### config.mk
export PLATFORM = sky130hd
export DESIGN_NAME = fifo_access_scheduler
export DESIGN_NICKNAME = d
export VERILOG_FILES = /design/src/rtl/fifo_access_scheduler.sv
export SDC_FILE = /design/constraint.sdc
export NUM_CORES = 1
export LEC_CHECK = 0
export ABC_AREA = 0
export CAP_MARGIN = 30
export CORE_ASPECT_RATIO = 1.5
export CORE_MARGIN = 3
export CORE_UTILIZATION = 38
export CTS_BUF_LIST = sky130_fd_sc_hd__clkbuf_16
export DETAILED_ROUTE_END_ITERATION = 8
export PLACE_DENSITY = 0.8
export SETUP_SLACK_MARGIN = 0.05
export SLEW_MARGIN = 20
export SYNTH_ARGS = -nofsm -noshare
export SYNTH_HDL_FRONTEND = slang
export SYNTH_SLANG_ARGS = --single-unit
export TNS_END_PERCENT = 1
### constraint.sdc
create_clock -name clk -period 3.4 [get_ports clk]
set_input_delay 1.02 -clock clk [delete_from_list [all_inputs] [get_ports clk]]
set_output_delay 1.02 -clock clk [all_outputs]
set_load 0.02 [all_outputs]
### src/rtl/fifo_access_scheduler.sv
// -----------------------------------------------------------------------------
// fifo_access_scheduler
//
// Sequences every access to a single FIFO instance whose write and read must
// never be issued in the same cycle. N_REQ producers compete round-robin for
// the write side; a single consumer owns the read side. When both sides are
// eligible they strictly alternate. The scheduler tracks occupancy itself so
// the FIFO is never overrun or underrun. The FIFO flags are only watched to
// raise a sticky error if they ever disagree with an issued operation.
//
// Ports:
//   clk, rstN        clock, asynchronous active-low reset (shared with FIFO)
//   wr_req/wr_data   per-producer write request (held until granted) + data
//   wr_gnt           one-hot combinational write grant
//   rd_req/rd_gnt    consumer read request / combinational read grant
//   rd_data/rd_valid read data (FIFO pass-through) and its one-cycle strobe
//   fifo_wr_en, fifo_data_in, fifo_rd_en   registered FIFO controls
//   fifo_data_out, fifo_full, fifo_empty   FIFO outputs
//   level            scheduler occupancy count
//   err              sticky protocol-error flag
// -----------------------------------------------------------------------------
module fifo_access_scheduler #(
    parameter int N_REQ      = 4,
    parameter int FIFO_WIDTH = 8,
    parameter int FIFO_DEPTH = 32,
    parameter int CNT_W      = 6
) (
    input  logic                        clk,
    input  logic                        rstN,
    input  logic [N_REQ-1:0]            wr_req,
    input  logic [N_REQ*FIFO_WIDTH-1:0] wr_data,
    output logic [N_REQ-1:0]            wr_gnt,
    input  logic                        rd_req,
    output logic                        rd_gnt,
    output logic [FIFO_WIDTH-1:0]       rd_data,
    output logic                        rd_valid,
    output logic                        fifo_wr_en,
    output logic [FIFO_WIDTH-1:0]       fifo_data_in,
    output logic                        fifo_rd_en,
    input  logic [FIFO_WIDTH-1:0]       fifo_data_out,
    input  logic                        fifo_full,
    input  logic                        fifo_empty,
    output logic [CNT_W-1:0]            level,
    output logic                        err
);

    localparam int IDX_W = (N_REQ > 1) ? $clog2(N_REQ) : 1;

    localparam logic [CNT_W-1:0] DEPTH_C    = CNT_W'(FIFO_DEPTH);
    localparam logic [CNT_W-1:0] CNT_ZERO_C = {CNT_W{1'b0}};
    localparam logic [CNT_W-1:0] CNT_ONE_C  = CNT_W'(1);
    localparam logic [IDX_W-1:0] LAST_IDX_C = IDX_W'(N_REQ - 1);
    localparam logic [N_REQ-1:0] GNT_ONE_C  = N_REQ'(1);

    // Contention turn: which side wins when both are eligible.
    localparam logic [0:0] TURN_WR = 1'b0;
    localparam logic [0:0] TURN_RD = 1'b1;

    // Registered state
    logic [0:0]            turn_r;
    logic [IDX_W-1:0]      rr_ptr_r;
    logic [CNT_W-1:0]      level_r;
    logic                  fifo_wr_en_r;
    logic                  fifo_rd_en_r;
    logic [FIFO_WIDTH-1:0] fifo_data_in_r;
    logic                  rd_valid_r;
    logic                  err_r;

    // Combinational decisions
    logic                  wr_cand_s;
    logic                  rd_cand_s;
    logic                  wr_found_s;
    logic [IDX_W-1:0]      wr_idx_s;
    logic [FIFO_WIDTH-1:0] wr_sel_data_s;
    logic                  wr_win_s;
    logic                  rd_win_s;
    logic [N_REQ-1:0]      wr_gnt_s;
    logic                  rd_gnt_s;

    assign wr_cand_s = (|wr_req) && (level_r < DEPTH_C);
    assign rd_cand_s = rd_req && (level_r != CNT_ZERO_C);

    // Round-robin search starting one past the last granted requester.
    always_comb begin
        int cand_v;
        wr_found_s = 1'b0;
        wr_idx_s   = {IDX_W{1'b0}};
        for (int k = 1; k <= N_REQ; k++) begin
            cand_v = (int'(rr_ptr_r) + k) % N_REQ;
            if (!wr_found_s && wr_req[IDX_W'(cand_v)]) begin
                wr_found_s = 1'b1;
                wr_idx_s   = IDX_W'(cand_v);
            end else begin
                wr_found_s = wr_found_s;
            end
        end
    end

    // Data slice of the selected requester.
    always_comb begin
        wr_sel_data_s = {FIFO_WIDTH{1'b0}};
        for (int i = 0; i < N_REQ; i++) begin
            if (wr_idx_s == IDX_W'(i)) begin
                wr_sel_data_s = wr_data[i*FIFO_WIDTH +: FIFO_WIDTH];
            end else begin
                wr_sel_data_s = wr_sel_data_s;
            end
        end
    end

    // Write/read choice: a lone candidate wins, contention follows turn_r.
    always_comb begin
        wr_win_s = 1'b0;
        rd_win_s = 1'b0;
        if (wr_cand_s && rd_cand_s) begin
            case (turn_r)
                TURN_WR: wr_win_s = 1'b1;
                TURN_RD: rd_win_s = 1'b1;
                default: wr_win_s = 1'b1;
            endcase
        end else if (wr_cand_s) begin
            wr_win_s = wr_found_s;
        end else if (rd_cand_s) begin
            rd_win_s = 1'b1;
        end else begin
            wr_win_s = 1'b0;
            rd_win_s = 1'b0;
        end
    end

    // Grant outputs, held low while reset is asserted.
    always_comb begin
        wr_gnt_s = {N_REQ{1'b0}};
        rd_gnt_s = 1'b0;
        if (rstN && wr_win_s) begin
            wr_gnt_s = GNT_ONE_C << wr_idx_s;
        end else if (rstN && rd_win_s) begin
            rd_gnt_s = 1'b1;
        end else begin
            wr_gnt_s = {N_REQ{1'b0}};
            rd_gnt_s = 1'b0;
        end
    end

    // Issue registers, occupancy count, turn and round-robin pointer.
    always_ff @(posedge clk or negedge rstN) begin
        if (!rstN) begin
            turn_r         <= TURN_WR;
            rr_ptr_r       <= LAST_IDX_C;
            level_r        <= CNT_ZERO_C;
            fifo_wr_en_r   <= 1'b0;
            fifo_rd_en_r   <= 1'b0;
            fifo_data_in_r <= {FIFO_WIDTH{1'b0}};
        end else if (wr_win_s) begin
            turn_r         <= TURN_RD;
            rr_ptr_r       <= wr_idx_s;
            level_r        <= level_r + CNT_ONE_C;
            fifo_wr_en_r   <= 1'b1;
            fifo_rd_en_r   <= 1'b0;
            fifo_data_in_r <= wr_sel_data_s;
        end else if (rd_win_s) begin
            turn_r         <= TURN_WR;
            level_r        <= level_r - CNT_ONE_C;
            fifo_wr_en_r   <= 1'b0;
            fifo_rd_en_r   <= 1'b1;
        end else begin
            fifo_wr_en_r   <= 1'b0;
            fifo_rd_en_r   <= 1'b0;
        end
    end

    // Read-return strobe and sticky error (flags contradicting an issued op).
    always_ff @(posedge clk or negedge rstN) begin
        if (!rstN) begin
            rd_valid_r <= 1'b0;
            err_r      <= 1'b0;
        end else begin
            rd_valid_r <= fifo_rd_en_r;
            err_r      <= err_r | (fifo_wr_en_r & fifo_full) | (fifo_rd_en_r & fifo_empty);
        end
    end

    assign wr_gnt       = wr_gnt_s;
    assign rd_gnt       = rd_gnt_s;
    assign rd_data      = fifo_data_out;
    assign rd_valid     = rd_valid_r;
    assign fifo_wr_en   = fifo_wr_en_r;
    assign fifo_rd_en   = fifo_rd_en_r;
    assign fifo_data_in = fifo_data_in_r;
    assign level        = level_r;
    assign err          = err_r;

endmodule

# After elaboration in Yosys (flattened, before gate mapping)
# Index checks and enable logic that the tools add are counted.
# word_totals
output_inout_bits	31
word_cells	83
inputBits	49
reg_bits	21
# classes
n_shift	1
n_eq_ne	3
muxes	41
reduce_logical	15
bitwise_logic	4
order_cmp	5
add_sub_neg	6
# op_table
op	count
$mux 8	4
$mux 1	26
$lt 2x4->1 const B	4
$mux 6	2
$bmux 1 s2	4
$logic_and 1x1->1	8
$mux 2	4
$add 6x1->6 const B	1
$lt 6x6->1 const B	1
$reduce_bool 6->1	1
$sub 6x1->6 const B	1
$add 2x1->2 const B	2
$add 2x2->2 const B	2
$eq 2x2->1 const B	2
$mux 4	1
$reduce_or 4->1	1
$shl 1x2->4 const A	1
$logic_not 1->1	3
$and 1x1->1	2
$eq 2x1->1 const B	1
$logic_not 2->1	1
$or 1x1->1	2
$reduce_bool 2->1	1

# Logic depth before layout (Yosys ltp)
# depth
word_depth	19
depth_mapped	12
depth_no_buf	10

# Worst setup path after synthesis
# OpenSTA, ideal clock, no wires.
# synth_timing
kind	input to output
from	in wr_req[3]
to	out wr_gnt[0]
required_time_ns	2.380
path_buffers	1
t_arrival_ns	2.183
slack_ns	0.197
path_stages	6
path_cell_list	nor2_1 a31oi_1 o211ai_1 buf_1 nand3_1 nor2_1
# synth_via
elab_chain_cells	17
elab_cells_between_ends	34
cone_classes	shift (1); mux (23); reduce/logical (10)
# synth_lines
item	line_no	rtl
from (decl)	30	input logic [N_REQ-1:0] wr_req,
$bmux 1 s2	90	if (!wr_found_s && wr_req[IDX_W'(cand_v)]) begin
$mux 1 (not written as such) (2 in a row)	90	
$mux 1	90	
$logic_not 1->1	90	
$logic_and 1x1->1	90	
$mux 1	90	
$logic_not 1->1	90	
$logic_and 1x1->1	90	
$mux 1	90	
$logic_not 1->1	90	
$logic_and 1x1->1	90	
$mux 1	90	
$mux 1	121	end else if (wr_cand_s) begin
$mux 1	115	if (wr_cand_s && rd_cand_s) begin
$logic_and 1x1->1	135	if (rstN && wr_win_s) begin
$mux 4 (*)	135	
to (decl)	32	output logic [N_REQ-1:0] wr_gnt,
# Every way passes the cells marked *; elsewhere a longest branch is shown, timed or not. The select of a mux whose other input is x is not followed.

# Worst setup path after layout
# layout_timing
from	in wr_req[3]
to	out rd_gnt
# layout_via
elab_chain_cells	17
elab_cells_between_ends	33
cone_classes	mux (22); reduce/logical (11)
# layout_lines
item	line_no	rtl
$bmux 1 s2	90	
$mux 1 (not written as such) (2 in a row)	90	
$mux 1	90	
$logic_not 1->1	90	
$logic_and 1x1->1	90	
$mux 1	90	
$logic_not 1->1	90	
$logic_and 1x1->1	90	
$mux 1	90	
$logic_not 1->1	90	
$logic_and 1x1->1	90	
$mux 1	90	
$mux 1	121	
$mux 1	115	
$logic_and 1x1->1	135	
$mux 1 (*)	135	
to (decl)	34	output logic rd_gnt,
# Marked as above.

==> results by group <==
Status
  • Status: completed

Pwr
  • PD cells: 936 nW/µm²
  • Pleak: 0.983 nW
  • VDD IR-drop max: 0.626 mV
  • Tot Pwr: 0.00207 W

Setup path
  • CP Launch Type: input port
  • Worst-path fanout max: 5
  • CP endpoint kind: output port
  • Worst endpoint required time: 2380 ps
  • CP Data Arrival Time: 2260 ps
  • Worst setup path class: input port to output port

Floorplanning
  • Die Area: 4460 µm²
  • Die height: ~80 µm
  • Rows: 26
  • Initial Util: 40.2%
  • Num ports: 80
  • CORE AREA: 3480 µm²
  • Die W: 55.5 µm

Synth
  • Multiplexer area fraction after synthesis: between 10% and 20%
  • Synth top cells by count: dfrtp_1, mux2i_1, nand2_1
  • Post-Synth XOR/XNOR Area: 3.13%
  • Cells after synthesis: 132
  • Sequential area share after synthesis: 37.7%
  • Largest cells by area after synthesis: dfrtp_1, mux2i_1, o221ai_2
  • Post-Synth Adder-Cell Area: 5.01%
  • Count leader, synth: dfrtp_1
  • Syn nets: 186
  • Synth unique cells: 41
  • Cell Area, Synth: between 1000 and 1500 µm²
  • Synth area leader: dfrtp_1
  • FF+latch count, synth: 21
  • Synth Area in Simple Gates: 11.3%
  • Synth top area share: 34.0%
  • Syn Area/Cell: 10.6 µm²
  • FFs w/ async S/R, synth: 100%
  • Largest family of logic cells by synthesized area: compound AO/OA/AOI/OAI gates
  • EDFF count, synth: 0
  • Synth Area in Compound Gates: 20.8%
  • YS warnings: 0
  • Ys flop type: dfrtp_1

Detailed routing
  • Post-Route WL: 4020 µm
  • # DRC: 0
  • Avg Vias per Cell: 5.31
  • ANT nets after route: 0
  • Routed wire per std cell: around 16 µm
  • Vias: approximately 1300
  • Drt first pass iters: 4
  • Initial DRC Count: 24

Finish
  • Fill count: 300
  • Storage cell area: 528 µm²
  • N_diodes: 0
  • Area grow syn2layout: 58.0%
  • Share of cells above drive strength 1: between 20% and 30%
  • Final net count: 261
  • Final cell count without fillers: 248
  • Area of the multi-input gates: 776 µm²

Timing
  • Final Skew: 2.06 ps
  • Final worst path period need: around 3300 ps
  • Final Slew Violations: 0
  • Crit share post-route: 96.4%
  • Relative slew slack: about four fifths
  • Setup TNS: 0 ps
  • Worst setup slack after layout: 122 ps
  • Final setup fails: 0
  • Fmax: 0.305 GHz
  • RSZ-0062 raised after global routing: true
  • Final hold vios: 0
  • Slew @ Worst Pin: a little under 300 ps

Global route
  • Initial antenna violation count: 0
  • First-pass GRT wire length: 6610 µm
  • Number of global-route vias before repair: between 1000 and 1500
  • GRT Residual Overflow: 0
  • Total Routing Usage GR: 18.5%
  • Largest net degree at the start of global routing: 18

Placement
  • Dpl ws: -558 ps
  • Routability cong.: 0.845
  • Port-buffer cells: 63
  • Post-DP HPWL: roughly 3300 µm
  • Inst Count DP: 240

Clocking
  • Maximum root-to-sink buffer count: 2
  • CTS Sinks: 21
  • H-tree depth: 1
  • TritonCTS clock tree: built
  • Clk_lat worst skew: 240 ps
  • Root Driver: clkbuf_16
  • Clock transition at path regs: 50 ps
  • Cts hold-fix bufs: 0
  • TritonCTS buffer count: 3

Run
  • Max Cap Viol: 0

Worst hold path
  • HP Class: register to register
==> power breakdown <==
| part | internal (W) | total (W) | switching, W | leakage (nW) |
|---|---|---|---|---|
| clock network | 0.000156 | 0.000234 | 0.0000782 | 0.0423 |
| registers | 0.000384 | 0.000476 | 0.0000922 | 0.247 |
| logic | 0.000678 | 0.00136 | 0.000681 | 0.693 |
==> sequential cells by signal, summed over array words and instances, names as in the netlist <==
signal and flops:
level 6, fifo_wr_en 1, rd_valid 1, turn_r 1
rr_ptr_r 2, fifo_data_in 8, fifo_rd_en 1, err 1
==> cell type report <==
cell class	count	area share, %
Multi-Input combinational cell	94	35.1
Timing Repair Buffer	84	34.4
Sequential cell	21	23.9
Clock buffer	3	3.40
Tap cell	42	2.38
Inverter	3	0.623
Clock inverter	1	0.170
==> through the flow <==
stage	hold WS (ps)	instance area [µm²]	util [%]
after detailed placement	398	2110	60.5
final	407	2210	63.5
after floorplan	495	1400	-
after global routing	420	2210	63.5
after CTS	411	2200	63.1
after global placement	383	2110	60.5
==> path summary, 6_finish.rpt <==
check | endpoint | slack (ps) | start | cells past startpoint
min in group asynchronous | fifo_data_in[1] | 1210 | rstN | 2
max reg2reg | level[5] | 300 | level[5] | 12
max in group asynchronous | rr_ptr_r[0] | 1940 | rstN | 2
min reg2reg | rd_valid | 410 | fifo_rd_en | 0
max | rd_gnt | 120 | wr_req[3] | 6
min | rd_valid | 410 | fifo_rd_en | 0
==> worst max-delay path, stage by stage <==
cell and delay, ps:
dlygate4sd2_1 290, nor2_2 180, a21oi_2 80, a21oi_1 230, and2_1 190, clkdlybuf4s15_2 260
==> per-layer routing <==
metal  vias to the layer above  GRT usage (%)  wire (µm)
li1                        620              -          -
met1                       632           18.2       1410
met2                        60           37.0       2330
met3                         6           4.66        226
met4                         0           5.84         53
met5                         -              0          0
==> kinds of logic (layout without fill, tap and decap cells) <==
logic type                 after synthesis  in the layout
DFF                                     21             21
buffers and inverters                   17             91
and+or+nand+nor                         32             32
xor gates and xnor gates                 5              5
AOI/OAI and AO/OA                       33             33
muxes                                   19             19
adders and majority gates                5              5
==> placed cells by master (no fill, tap or decap), drive strengths merged <==
master,synthesis,final
dlygate4sd2,0,3
nand3,1,1
nand2,19,19
a21oi,7,7
o221ai,9,9
fa,1,1
and2,2,2
o211ai,1,1
o21bai,1,1
a21o,3,3
nor3,2,2
nor2,5,5
xnor2,3,3
inv,3,4
o31ai,1,1
dfrtp,19,19
a31oi,1,1
clkdlybuf4s50,0,54
o21a,1,1
nor2b,1,1
buf,13,25
mux2,1,1
clkbuf,1,4
clkdlybuf4s15,0,1
o21ai,6,6
ha,4,4
dfstp,2,2
mux2i,18,18
o221a,1,1
a211oi,1,1
nand3b,1,1
a221o,1,1
xor2,2,2
or4,1,1
==> timing repair <==
item / in CTS / in global routing
gates resized for setup: 29 / 4
pin swaps: 1 / 1
endpoints found under the hold margin: 0 / 0
setup buffers: 3 / 1
endpoints found under the setup margin: 6 / 6
(Power assumes the default switching activity.)
